### src/rtl/arm_mc_ctrl.sv
// Multicycle ARM control FSM: sequencing, NZCV flags, memory wait timeout.
// Optional perf counters (cycle_cnt, instr_cnt) under ARM_MC_PERF_EN.
module arm_mc_ctrl #(
  parameter int MEM_TIMEOUT = 255
) (
  input  logic        clk,
  input  logic        rst,
  input  logic [31:0] instr,
  input  logic [3:0]  alu_flags,
  input  logic        mem_ready,
  output logic        pc_write,
  output logic        adr_src,
  output logic        mem_read,
  output logic        mem_write,
  output logic        ir_write,
  output logic        reg_write,
  output logic [1:0]  result_src,
  output logic        alu_src_a,
  output logic [1:0]  alu_src_b,
  output logic [1:0]  alu_control,
  output logic [1:0]  imm_src,
  output logic [1:0]  reg_src,
  output logic [3:0]  flags,
  output logic        fault,
  output logic [3:0]  state
`ifdef ARM_MC_PERF_EN
  ,
  output logic [31:0] cycle_cnt,
  output logic [31:0] instr_cnt
`endif
);

  typedef enum logic [3:0] {
    S_FETCH  = 4'd0,
    S_DECODE = 4'd1,
    S_MEMADR = 4'd2,
    S_MEMRD  = 4'd3,
    S_MEMWB  = 4'd4,
    S_MEMWR  = 4'd5,
    S_EXECR  = 4'd6,
    S_EXECI  = 4'd7,
    S_ALUWB  = 4'd8,
    S_BRANCH = 4'd9,
    S_FAULT  = 4'd15
  } state_e;

  localparam int CW = $clog2(MEM_TIMEOUT + 2);
  localparam logic [CW-1:0] TMO = CW'(MEM_TIMEOUT);
  localparam logic [3:0] CMD_CMP = 4'b1010;

  state_e        state_q, state_d;
  logic [3:0]    flags_q, flags_d;
  logic          fault_q, fault_d;
  logic [CW-1:0] wait_q, wait_d;

  logic [3:0] cond, cmd;
  logic [1:0] op;
  logic       cond_ok, cmd_ok, flags_ld;
  logic [1:0] dp_alu;
  logic       mem_st, tmo_hit;
  logic [CW-1:0] wait_inc;
  logic pc_w, rd_c, wr_c, ir_w, reg_w;

  assign cond = instr[31:28];
  assign op   = instr[27:26];
  assign cmd  = instr[24:21];

  always_comb begin
    case (cond)
      4'b0000: cond_ok = flags_q[2];
      4'b0001: cond_ok = ~flags_q[2];
      4'b1010: cond_ok = flags_q[3] == flags_q[0];
      4'b1011: cond_ok = flags_q[3] != flags_q[0];
      4'b1100: cond_ok = ~flags_q[2] & (flags_q[3] == flags_q[0]);
      4'b1101: cond_ok = flags_q[2] | (flags_q[3] != flags_q[0]);
      4'b1110: cond_ok = 1'b1;
      default: cond_ok = 1'b0;
    endcase
  end

  always_comb begin
    cmd_ok = 1'b1;
    dp_alu = 2'b00;
    case (cmd)
      4'b0100: dp_alu = 2'b00;
      4'b0010: dp_alu = 2'b01;
      4'b0000: dp_alu = 2'b10;
      4'b1100: dp_alu = 2'b11;
      CMD_CMP: dp_alu = 2'b01;
      default: cmd_ok = 1'b0;
    endcase
  end

  assign mem_st = (state_q == S_FETCH) |
                  (state_q == S_MEMRD) |
                  (state_q == S_MEMWR);
  assign wait_inc = (wait_q == '1) ? wait_q : wait_q + CW'(1);
  assign tmo_hit = (MEM_TIMEOUT != 0) & (wait_inc == TMO);

  always_comb begin
    state_d     = state_q;
    flags_ld    = 1'b0;
    pc_w        = 1'b0;
    rd_c        = 1'b0;
    wr_c        = 1'b0;
    ir_w        = 1'b0;
    reg_w       = 1'b0;
    adr_src     = 1'b0;
    result_src  = 2'b00;
    alu_src_a   = 1'b0;
    alu_src_b   = 2'b00;
    alu_control = 2'b00;
    imm_src     = 2'b00;
    reg_src     = 2'b00;
    case (state_q)
      S_FETCH: begin
        rd_c       = 1'b1;
        alu_src_a  = 1'b1;
        alu_src_b  = 2'b10;
        result_src = 2'b10;
        if (mem_ready) begin
          ir_w    = 1'b1;
          pc_w    = 1'b1;
          state_d = S_DECODE;
        end else if (tmo_hit) begin
          state_d = S_FAULT;
        end
      end
      S_DECODE: begin
        alu_src_a  = 1'b1;
        alu_src_b  = 2'b10;
        result_src = 2'b10;
        reg_src[0] = (op == 2'b10);
        if (!cond_ok) state_d = S_FETCH;
        else begin
          case (op)
            2'b01:   state_d = S_MEMADR;
            2'b10:   state_d = S_BRANCH;
            2'b00:   state_d = instr[25] ? S_EXECI : S_EXECR;
            default: state_d = S_FETCH;
          endcase
        end
      end
      S_MEMADR: begin
        alu_src_b  = 2'b01;
        imm_src    = 2'b01;
        reg_src[1] = ~instr[20];
        state_d    = instr[20] ? S_MEMRD : S_MEMWR;
      end
      S_MEMRD: begin
        adr_src = 1'b1;
        rd_c    = 1'b1;
        if (mem_ready)    state_d = S_MEMWB;
        else if (tmo_hit) state_d = S_FAULT;
      end
      S_MEMWB: begin
        result_src = 2'b01;
        reg_w      = 1'b1;
        state_d    = S_FETCH;
      end
      S_MEMWR: begin
        adr_src = 1'b1;
        wr_c    = 1'b1;
        reg_src = 2'b10;
        if (mem_ready)    state_d = S_FETCH;
        else if (tmo_hit) state_d = S_FAULT;
      end
      S_EXECR, S_EXECI: begin
        alu_src_b   = (state_q == S_EXECI) ? 2'b01 : 2'b00;
        alu_control = dp_alu;
        if (cmd_ok) begin
          flags_ld = instr[20] | (cmd == CMD_CMP);
          state_d  = S_ALUWB;
        end else begin
          state_d  = S_FETCH;
        end
      end
      S_ALUWB: begin
        reg_w   = (cmd != CMD_CMP);
        state_d = S_FETCH;
      end
      S_BRANCH: begin
        reg_src    = 2'b01;
        alu_src_b  = 2'b01;
        imm_src    = 2'b10;
        result_src = 2'b10;
        pc_w       = 1'b1;
        state_d    = S_FETCH;
      end
      S_FAULT: state_d = S_FAULT;
      default: state_d = S_FETCH;
    endcase
  end

  assign flags_d = flags_ld ? alu_flags : flags_q;
  assign fault_d = fault_q | (state_d == S_FAULT);

  always_comb begin
    wait_d = wait_q;
    if (state_d != state_q)         wait_d = '0;
    else if (mem_st && !mem_ready)  wait_d = wait_inc;
  end

  always_ff @(posedge clk or posedge rst) begin
    if (rst) begin
      state_q <= S_FETCH;
      flags_q <= 4'b0000;
      fault_q <= 1'b0;
      wait_q  <= '0;
    end else begin
      state_q <= state_d;
      flags_q <= flags_d;
      fault_q <= fault_d;
      wait_q  <= wait_d;
    end
  end

  // Reset leaves state in FETCH, so requests must also be masked by rst.
  assign pc_write  = pc_w & ~rst;
  assign mem_read  = rd_c & ~rst;
  assign mem_write = wr_c & ~rst;
  assign ir_write  = ir_w & ~rst;
  assign reg_write = reg_w & ~rst;
  assign flags     = flags_q;
  assign fault     = fault_q;
  assign state     = state_q;

`ifdef ARM_MC_PERF_EN
  logic [31:0] cyc_q, ins_q;

  always_ff @(posedge clk or posedge rst) begin
    if (rst) begin
      cyc_q <= 32'd0;
      ins_q <= 32'd0;
    end else begin
      cyc_q <= cyc_q + 32'd1;
      if (state_d == S_FETCH && state_q != S_FETCH)
        ins_q <= ins_q + 32'd1;
    end
  end

  assign cycle_cnt = cyc_q;
  assign instr_cnt = ins_q;
`endif

endmodule
### config.mk
export PLATFORM = sky130hd
export DESIGN_NAME = arm_mc_ctrl
export DESIGN_NICKNAME = d
export VERILOG_FILES = /design/src/rtl/arm_mc_ctrl.sv
export SDC_FILE = /design/constraint.sdc
export NUM_CORES = 1
export LEC_CHECK = 0
export ABC_AREA = 1
export CAP_MARGIN = 20
export CORE_UTILIZATION = 47
export DETAILED_ROUTE_END_ITERATION = 10
export GPL_ROUTABILITY_DRIVEN = 0
export PLACE_DENSITY = 0.86
export SLEW_MARGIN = 20
export SYNTH_ARGS = -nofsm -noshare
export SYNTH_HDL_FRONTEND = slang
export SYNTH_SLANG_ARGS = --single-unit
### constraint.sdc
create_clock -name clk -period 5.6 [get_ports clk]
set_clock_uncertainty 0.2 [all_clocks]
set_input_delay 0.56 -clock clk [delete_from_list [all_inputs] [get_ports clk]]
set_output_delay 0.56 -clock clk [all_outputs]
set_load 0.01 [all_outputs]
==> results of run 1 <==
[final cells by class]
type | count | share of cell area
sequential | 18 | 0.212
inverter | 39 | 0.0707
multi-input combinational | 182 | 0.473
tap | 44 | 0.0259
timing repair buffer | 44 | 0.207
clock buffer | 3 | 0.0106
[state kept, by name, indices dropped and copies added, names as in the netlist]
register,flops
fault,1
flags,4
state,4
wait_q,9
[per-layer routing]
metal | track usage | routed length, um | share of wire
met1 | 0.272 | 1560 | 0.45
met2 | 0.350 | 1690 | 0.48
met3 | 0.0448 | 186 | 0.053
met4 | 0.0714 | 68 | 0.019
met5 | 0 | 0 | 0
[worst reg2reg max path, cell delays in order, from the launching register on]
cell and delay (ns):
dfrtp_1 0.44, ha_1 0.25, nand2_2 0.09, nor2_4 0.12, nand3_4 0.12, nand2_1 0.12
nand2_1 0.07, nor2_2 0.14, nand2_4 0.08, nand2_1 0.06, nand2_1 0.06, nand3_1 0.07
nand2_1 0.07, nor2_2 0.14, nand2_4 0.14, nor2_2 0.10
[logic make-up (layout without fill, tap and decap cells)]
family	count (synthesis)	in the layout
AO/OA/AOI/OAI	29	29
XOR/XNOR	5	5
adder cells (fa/ha/maj)	1	1
buffers and inverters	41	86
flip-flops	18	18
multiplexers	4	4
AND/OR/NAND/NOR	143	143
[cells in the final DEF, fill, tap and decap left out]
cell             Yosys  layout
nor2_2              14      14
nand4_1              2       2
nand2_2             10      10
nor2_1              25      25
nand3b_1             1       1
nand3_4              1       1
clkbuf_4             0       3
a21oi_1              6       6
dfrtp_1             18      18
clkinv_2             1       1
nand3_1             15      15
a31o_2               1       1
a21o_1               1       1
nand3_2              3       3
a21boi_0             2       2
inv_4                1       1
xor2_1               4       4
mux2_2               4       4
nor2_8               1       1
nand2_4              2       2
clkdlybuf4s50_1      0      44
o21ai_0             15      15
inv_1               29      29
xnor2_1              1       1
o21bai_1             1       1
o22ai_1              1       1
nor3_1               3       3
o21ai_2              1       1
o211ai_1             1       1
nand2_1             60      60
ha_1                 1       1
inv_2                8       8
nor2_4               6       6
[stage by stage]
stage,std cells,utilization
3_5_place_dp,327,0.666
4_1_cts,330,0.673
2_1_floorplan,241,-
6_report,330,0.673
3_3_place_gp,327,0.666
5_1_grt,330,0.673
[how the worst min path moves through the flow]
stage | slack, ns | end | cells past startpoint | from
after floorplan | 0.29 | fault | 1 | fault
after global placement | 0.24 | fault | 1 | fault
after detailed placement | 0.26 | fault | 1 | fault
after CTS | 0.28 | fault | 1 | fault
after global routing | 0.30 | fault | 1 | fault
final | 0.27 | fault | 1 | fault
[report_power, final]
group	leakage (uW)	internal, uW	total [uW]	switching [uW]
clock	0.0000138	25.0	61.0	36.0
combinational	0.000758	252	592	340
sequential	0.000244	165	212	46.8
total	0.00102	442	865	423
==> impl_metrics.ini, run 1 <==
[worst_setup_path]
critPathTopFamily = buffers and inverters
r2r_end = wait_q[3]
cp.buffers_inverters = 4
cp.arrival_ns = 2.10
path_cells = inv_1 > nor3_1 > inv_1 > nor2_1 > inv_1 > nand2_1 > clkdlybuf4s50_1
critPathLaunch = state[1]
critPathKind = flip-flop to output pin
endpoint_kind = output pin
timing.rr.start = wait_q[0]
rrSetupSlack_ns = 3.26
crit_end = reg_src[1]
cp_slowest_cell = dfrtp_1
cp-start-kind = flip-flop
slowest_delay_ns = 0.54
path_depth = 7
cp.required_ns = 4.84
reg2reg_depth = 15
path_max_fanout = 9
cp_common_cell = inv_1

[synth]
synth_cell_types = 33
synth_edf_count = 0
synth_mux_area_frac = 0.0278
yosysWarningCount = 0
netlist_top_cells_count = 60 x nand2_1, 29 x inv_1, 25 x nor2_1, 18 x dfrtp_1
synth.cell_area_sq_mm = 0.00162
yosys.area.top_type = dfrtp_1
netlist_instances = 241
async_flop_share = 1.00
ys_ff_latch = 18
synth-simple-area-share = 0.456
synth_compound_area_frac = 0.103
yosys.area_share.adder = 0.00773
syn_area_per_cell_sq_um = 6.71
synth_top_area_frac = 0.278
ys.flop_type = dfrtp_1
synth.most_common_cell = nand2_1
syn_nets = 281
synth_top_family_by_area = simple AND/OR/NAND/NOR gates
synth-seq-area-share = 0.278
synth-xor-area-share = 0.0271
synth_area_leaders = dfrtp_1 28%, nand2_1 14%, inv_1 6.7%

[clock_tree]
postCtsHoldBufs = 0
cts_tree = built
clkTransAtPathRegs_ns = 0.10
postCtsSetupRepairBufs = 0
htree_levels = 1
cts_resized = 0
numClockSinks = 18
clk_latency_ns = 0.29
cts_buffers = 3
cts_root_buf = clkbuf_4
clk_path_buf_depth = 2

[detailed_routing]
wirelength_um = 3510
ant_nets = 0
first_pass_iters = 4
drt_iter0_markers = 77
vias_per_cell = 4.94
drc = 0
wl_per_cell_um = 10.6
vias = 1629

[timing]
maxSlewHeadroom = 0.534
rsz0062_at_grt = no
hold_ws_ns = 0.274
tightestPinTransition_ns = 0.698
fin_ws_ns = 2.74
finalMaxSlewViolations = 0
setup_violations = 0
period_share = 0.510
finalCriticalPeriod_ns = 2.86
tns_ns = 0
hold_viol = 0
max_freq_mhz = 350

[floorplanning]
initial_core_util = 0.513
die_y_um = 60.7
rows = 20
fp.dieW_um = 60.7
ios = 65
core_region_area_sq_mm = 0.00315
die-area_sq_mm = 0.00368

[placement]
place_ws_ns = 2.75
dp_hpwl_um = 2930
place_area_sq_mm = 0.00210
io_buffers = 44

[final_layout]
layout-drive-gt1-share = 0.196
syn2layout_area_growth_pct = 31.2
antenna_cells = 0
fillers = 301
fin_nets = 328
area.sequential_sq_um = 450
design_area_sq_mm = 0.00212
multi_input_area_sq_mm = 0.00100

[run_status]
status = finished clean

[global_routing]
grt_antenna_before_repair = 0
grt-ovfl-total = 0
grt_start_max_net_pins = 19
grt_pass1_vias = 1332
grt_pass1_wl_um = 5740
track_usage = 0.210

[power]
leakagePower_uw = 0.00102
power_uw = 865
power_density_mw_per_mm2 = 407
peakVddDrop_mv = 0.231

[flow_run]
maxCapViolCount = 0

[hold_path]
hp-class = flip-flop to flip-flop
No activity file was read; power rests on OpenSTA's default activity.
==> run 2, diff against run 1 <==
Settings changed: CORE_UTILIZATION 47 to 39, PLACE_DENSITY 0.86 to 0.76.
Clock period 5.6 ns to 2.3 ns, I/O delays scaled along.
==> impl_metrics.ini, run 2 (synthesis results as in run 1) <==
[final_layout]
antenna_cells = 0
largest-register = wait_q
fin_nets = 344
fillers = 378
layout_commonest_cell = nand2_1
syn2layout_area_growth_pct = 45.7
final_cell_mix = 58 x nand2_1, 34 x clkdlybuf4s50_1, 29 x inv_1
layout-drive-gt1-share = 0.274
largest_register_ffs = 9

[power]
power_density_mw_per_mm2 = 1070
power_uw = 2510
leakagePower_uw = 0.00125
peakVddDrop_mv = 0.682

[run_status]
status = finished clean

[worst_setup_path]
critPathTopFamily = simple AND/OR/NAND/NOR gates
critPathKind = flip-flop to flip-flop
endpoint_kind = flip-flop
cp.buffers_inverters = 0
slowest_delay_ns = 0.41
path_cells = ha_4 > nand2_2 > nor2_4 > nand3_4 > nand2_2 > nand3_2 > nor2_4 > nand2_4 > nand2_1 > nand2_1 > nand3_1 > nand2_1 > nor2_4 > nand2_4 > nor2_2
path_max_fanout = 6
cp-start-kind = flip-flop
cp.arrival_ns = 2.24
cp_slowest_cell = dfrtp_1
cp.required_ns = 2.30

[clock_tree]
clkTransAtPathRegs_ns = 0.07
cts_buffers = 3
cts_root_buf = clkbuf_8
htree_levels = 1
postCtsHoldBufs = 0
clk_latency_ns = 0.26
clk_path_buf_depth = 2
numClockSinks = 18
cts_tree = built

[floorplanning]
core_region_area_sq_mm = 0.00400
fp.dieW_um = 66.4
die_y_um = 66.4
die-area_sq_mm = 0.00441
rows = 23
initial_core_util = 0.404
ios = 65

[detailed_routing]
wirelength_um = 4090
vias = 1682
highest_layer = met4
vias_per_cell = 4.76
drc = 0
drt-met1-wl_um = 1920
ant_nets = 0
dr_wl_met3_um = 189
first_pass_iters = 4
drt_iter0_markers = 56
met2_length_um = 1900
wl_per_cell_um = 11.6

[hold_path]
hp-class = input pin to asynchronous set/reset pin

[timing]
max_freq_mhz = 447
tightestPinTransition_ns = 0.333
rsz0062_at_grt = yes
tns_ns = 0
maxSlewHeadroom = 0.777
finalCriticalPeriod_ns = 2.24
setup_violations = 0
hold_viol = 0
finalMaxSlewViolations = 0
period_share = 0.973
fin_ws_ns = 0.0616

[placement]
dp_hpwl_um = 3100
io_buffers = 44
place_ws_ns = -0.0999

[global_routing]
grt-ovfl-total = 0
grt_start_max_net_pins = 19
grt_pass1_vias = 1485
grt_pass1_wl_um = 6530
grt_antenna_before_repair = 0
track_usage = 0.196

[flow_run]
maxCapViolCount = 0
run 2: cell count changes in the layout (fill, tap and decap cells not counted), sizes merged:
cell,change
dlymetal6s2s,+8
clkbuf,+1
clkdlybuf4s50,-10
dlygate4sd2,+2
nand2,+1
buf,+15
run 2: final cells by class:
cell class | instances | area [sq um] | share of cell area
clock buffers | 4 | 55.1 | 0.0234
flip-flops and latches | 18 | 454 | 0.193
repair buffers | 59 | 574 | 0.244
multi-input cells | 183 | 1060 | 0.450
inverters | 39 | 150 | 0.0637
well taps | 50 | 62.6 | 0.0265
run 2: worst paths after layout:
kind / startpoint / to / slack (ns) / cells past startpoint
min: rst / state[0] / 0.23 / 3
max in group asynchronous: rst / state[2] / 1.46 / 3
min reg2reg: fault / fault / 0.27 / 1
min in group clk: fault / fault / 0.27 / 1
max reg2reg: wait_q[1] / wait_q[3] / 0.06 / 15
max: wait_q[1] / wait_q[3] / 0.06 / 15
run 2: metal layers:
metal	vias up	global-route usage
met5	-	0
met4	0	0.0718
met3	7	0.0310
met2	39	0.330
met1	753	0.251
li1	883	-
run 2: repair_timing:
| item | 4_1_cts | 5_1_grt |
|---|---|---|
| gates resized for setup | 8 | 20 |
| cloned | 0 | 1 |
| endpoints found under the setup margin | 16 | 18 |
| pin swaps | 0 | 1 |
| setup buffers | 0 | 1 |
run 2: worst min-delay path, delay by kind of cell:
family                 cells  cell delay (ns)
buffers and inverters      3             0.83
run 2: stage by stage:
| step | cell area, sq um | cells | utilization | hold WS, ns |
|---|---|---|---|---|
| after floorplan | 1620 | 241 | - | -0.0314 |
| after global placement | 2210 | 347 | 0.553 | 0.241 |
| after detailed placement | 2210 | 347 | 0.553 | 0.248 |
| after CTS | 2280 | 351 | 0.570 | 0.241 |
| after global routing | 2360 | 353 | 0.589 | 0.292 |
| final | 2360 | 353 | 0.589 | 0.228 |
run 2: power by group:
group          internal, uW  switching (uW)  total [uW]
sequential              408             120         527
combinational           748             975        1720
clock                   153             111         264
total                  1310            1210        2510
==> run 3, diff against run 2 <==
Settings changed: PLACE_DENSITY 0.76 to 0.87, SETUP_SLACK_MARGIN from default to 0.05, TNS_END_PERCENT from default to 30.
==> impl_metrics.ini, run 3 (synthesis results as in run 1) <==
[global_routing]
grt_start_max_net_pins = 19
grt_pass1_vias = 1582
grt_pass1_wl_um = 6740
track_usage = 0.203
grt_antenna_before_repair = 0
grt-ovfl-total = 0

[final_layout]
fillers = 341
layout_commonest_cell = nand2_1
largest-register = wait_q
antenna_cells = 0
layout-drive-gt1-share = 0.316
largest_register_ffs = 9
fin_nets = 342
final_cell_mix = 43 x nand2_1, 36 x clkdlybuf4s50_1, 29 x inv_1
syn2layout_area_growth_pct = 47.6
final_core_utilization = 0.597

[clock_tree]
cts_buffers = 3
postCtsHoldBufs = 0
cts_tree = built
clkTransAtPathRegs_ns = 0.08
cts_root_buf = clkbuf_8
numClockSinks = 18
htree_levels = 1
clk_path_buf_depth = 2
clk_latency_ns = 0.27

[worst_setup_path]
cp-start-kind = flip-flop
endpoint_kind = flip-flop
cp.required_ns = 2.31
critPathKind = flip-flop to flip-flop
cp.arrival_ns = 2.31
path_max_fanout = 6

[detailed_routing]
ant_nets = 0
drt_iter0_markers = 45
met2_length_um = 2330
first_pass_iters = 4
wirelength_um = 4460
drc = 0
dr_wl_met3_um = 136
drt-met1-wl_um = 1870
highest_layer = met4
wl_per_cell_um = 12.7
vias = 1755
vias_per_cell = 5.00

[placement]
dp_hpwl_um = 3210
io_buffers = 44
place_ws_ns = -0.160

[timing]
period_share = 0.998
tightestPinTransition_ns = 0.712
maxSlewHeadroom = 0.525
hold_viol = 0
finalCriticalPeriod_ns = 2.30
rsz0062_at_grt = yes
setup_violations = 0
tns_ns = 0
max_freq_mhz = 436
finalMaxSlewViolations = 0
fin_ws_ns = 0.00403

[floorplanning]
core_region_area_sq_mm = 0.00400
rows = 23
die-area_sq_mm = 0.00441
initial_core_util = 0.404
die_y_um = 66.4
ios = 65
fp.dieW_um = 66.4

[power]
power_uw = 2570
leakagePower_uw = 0.00121
peakVddDrop_mv = 0.464
power_density_mw_per_mm2 = 1080

[hold_path]
hp-class = flip-flop to flip-flop

[flow_run]
maxCapViolCount = 0

[run_status]
status = finished clean
==> run 3: cell types whose count changed in the layout (fill, tap and decap cells not counted), moves of 2 or more <==
cell             change
nand2_1             -15
nand2_2             +13
dlymetal6s2s_1       -4
clkdlybuf4s50_1      +2
dlygate4sd2_1        +2
nand2_4              +2
==> run 3: worst max-delay path, stage by stage, from the launching register on <==
cell and delay (ns):
dfrtp_1 0.40, ha_4 0.18, nand2_4 0.06, nor2_4 0.12, nand3_4 0.16, nand2_2 0.13, nand2_2 0.05, nor2_2 0.14
nand2_4 0.09, nand2_2 0.08, nand2_2 0.06, nand3_1 0.09, nand2_2 0.08, nor2_4 0.18, nand2_4 0.11, nor2_2 0.11
==> run 3: report_power, final <==
part / total, uW / internal, uW / switching [uW]
clock network: 270 / 153 / 118
registers: 499 / 406 / 92.6
logic: 1800 / 754 / 1050
total: 2570 / 1310 / 1260
==> run 3: cell type report <==
type                       instances  area [sq um]  share of cell area
tap                               50          62.6              0.0262
sequential                        18           453               0.190
multi-input combinational        183          1120               0.469
inverter                          39           154              0.0644
timing repair buffer              57           543               0.227
clock buffer                       4          55.1              0.0230
==> run 3: stage by stage <==
stage,cells,area (sq um),hold slack (ns)
after floorplan,241,1620,-0.0314
after global placement,342,2180,0.244
after detailed placement,342,2180,0.252
after CTS,348,2270,0.280
after global routing,351,2390,0.293
final,351,2390,0.284
==> run 3: what timing repair did <==
item / CTS / global route
pin swaps: 0 / 4
gates cloned: 0 / 1
resized for setup: 11 / 33
setup buffers: 2 / 2
setup endpoints to repair: 17 / 17
==> run 3: per-layer routing <==
metal  vias to the layer above  global-route usage
met2                        48               0.367
li1                        881                   -
met4                         0              0.0957
met5                         -                   0
met1                       813               0.233
met3                        13              0.0241
==> run 3: path summary, 6_finish.rpt <==
path	start	to	slack [ns]	cells past startpoint
setup reg to reg	wait_q[0]	wait_q[3]	0.004	15
max in group asynchronous	rst	state[0]	1.05	2
hold reg to reg	fault	fault	0.28	1
hold / removal	fault	fault	0.28	1
min in group asynchronous	rst	state[1]	0.36	2
setup / recovery	wait_q[0]	wait_q[3]	0.004	15
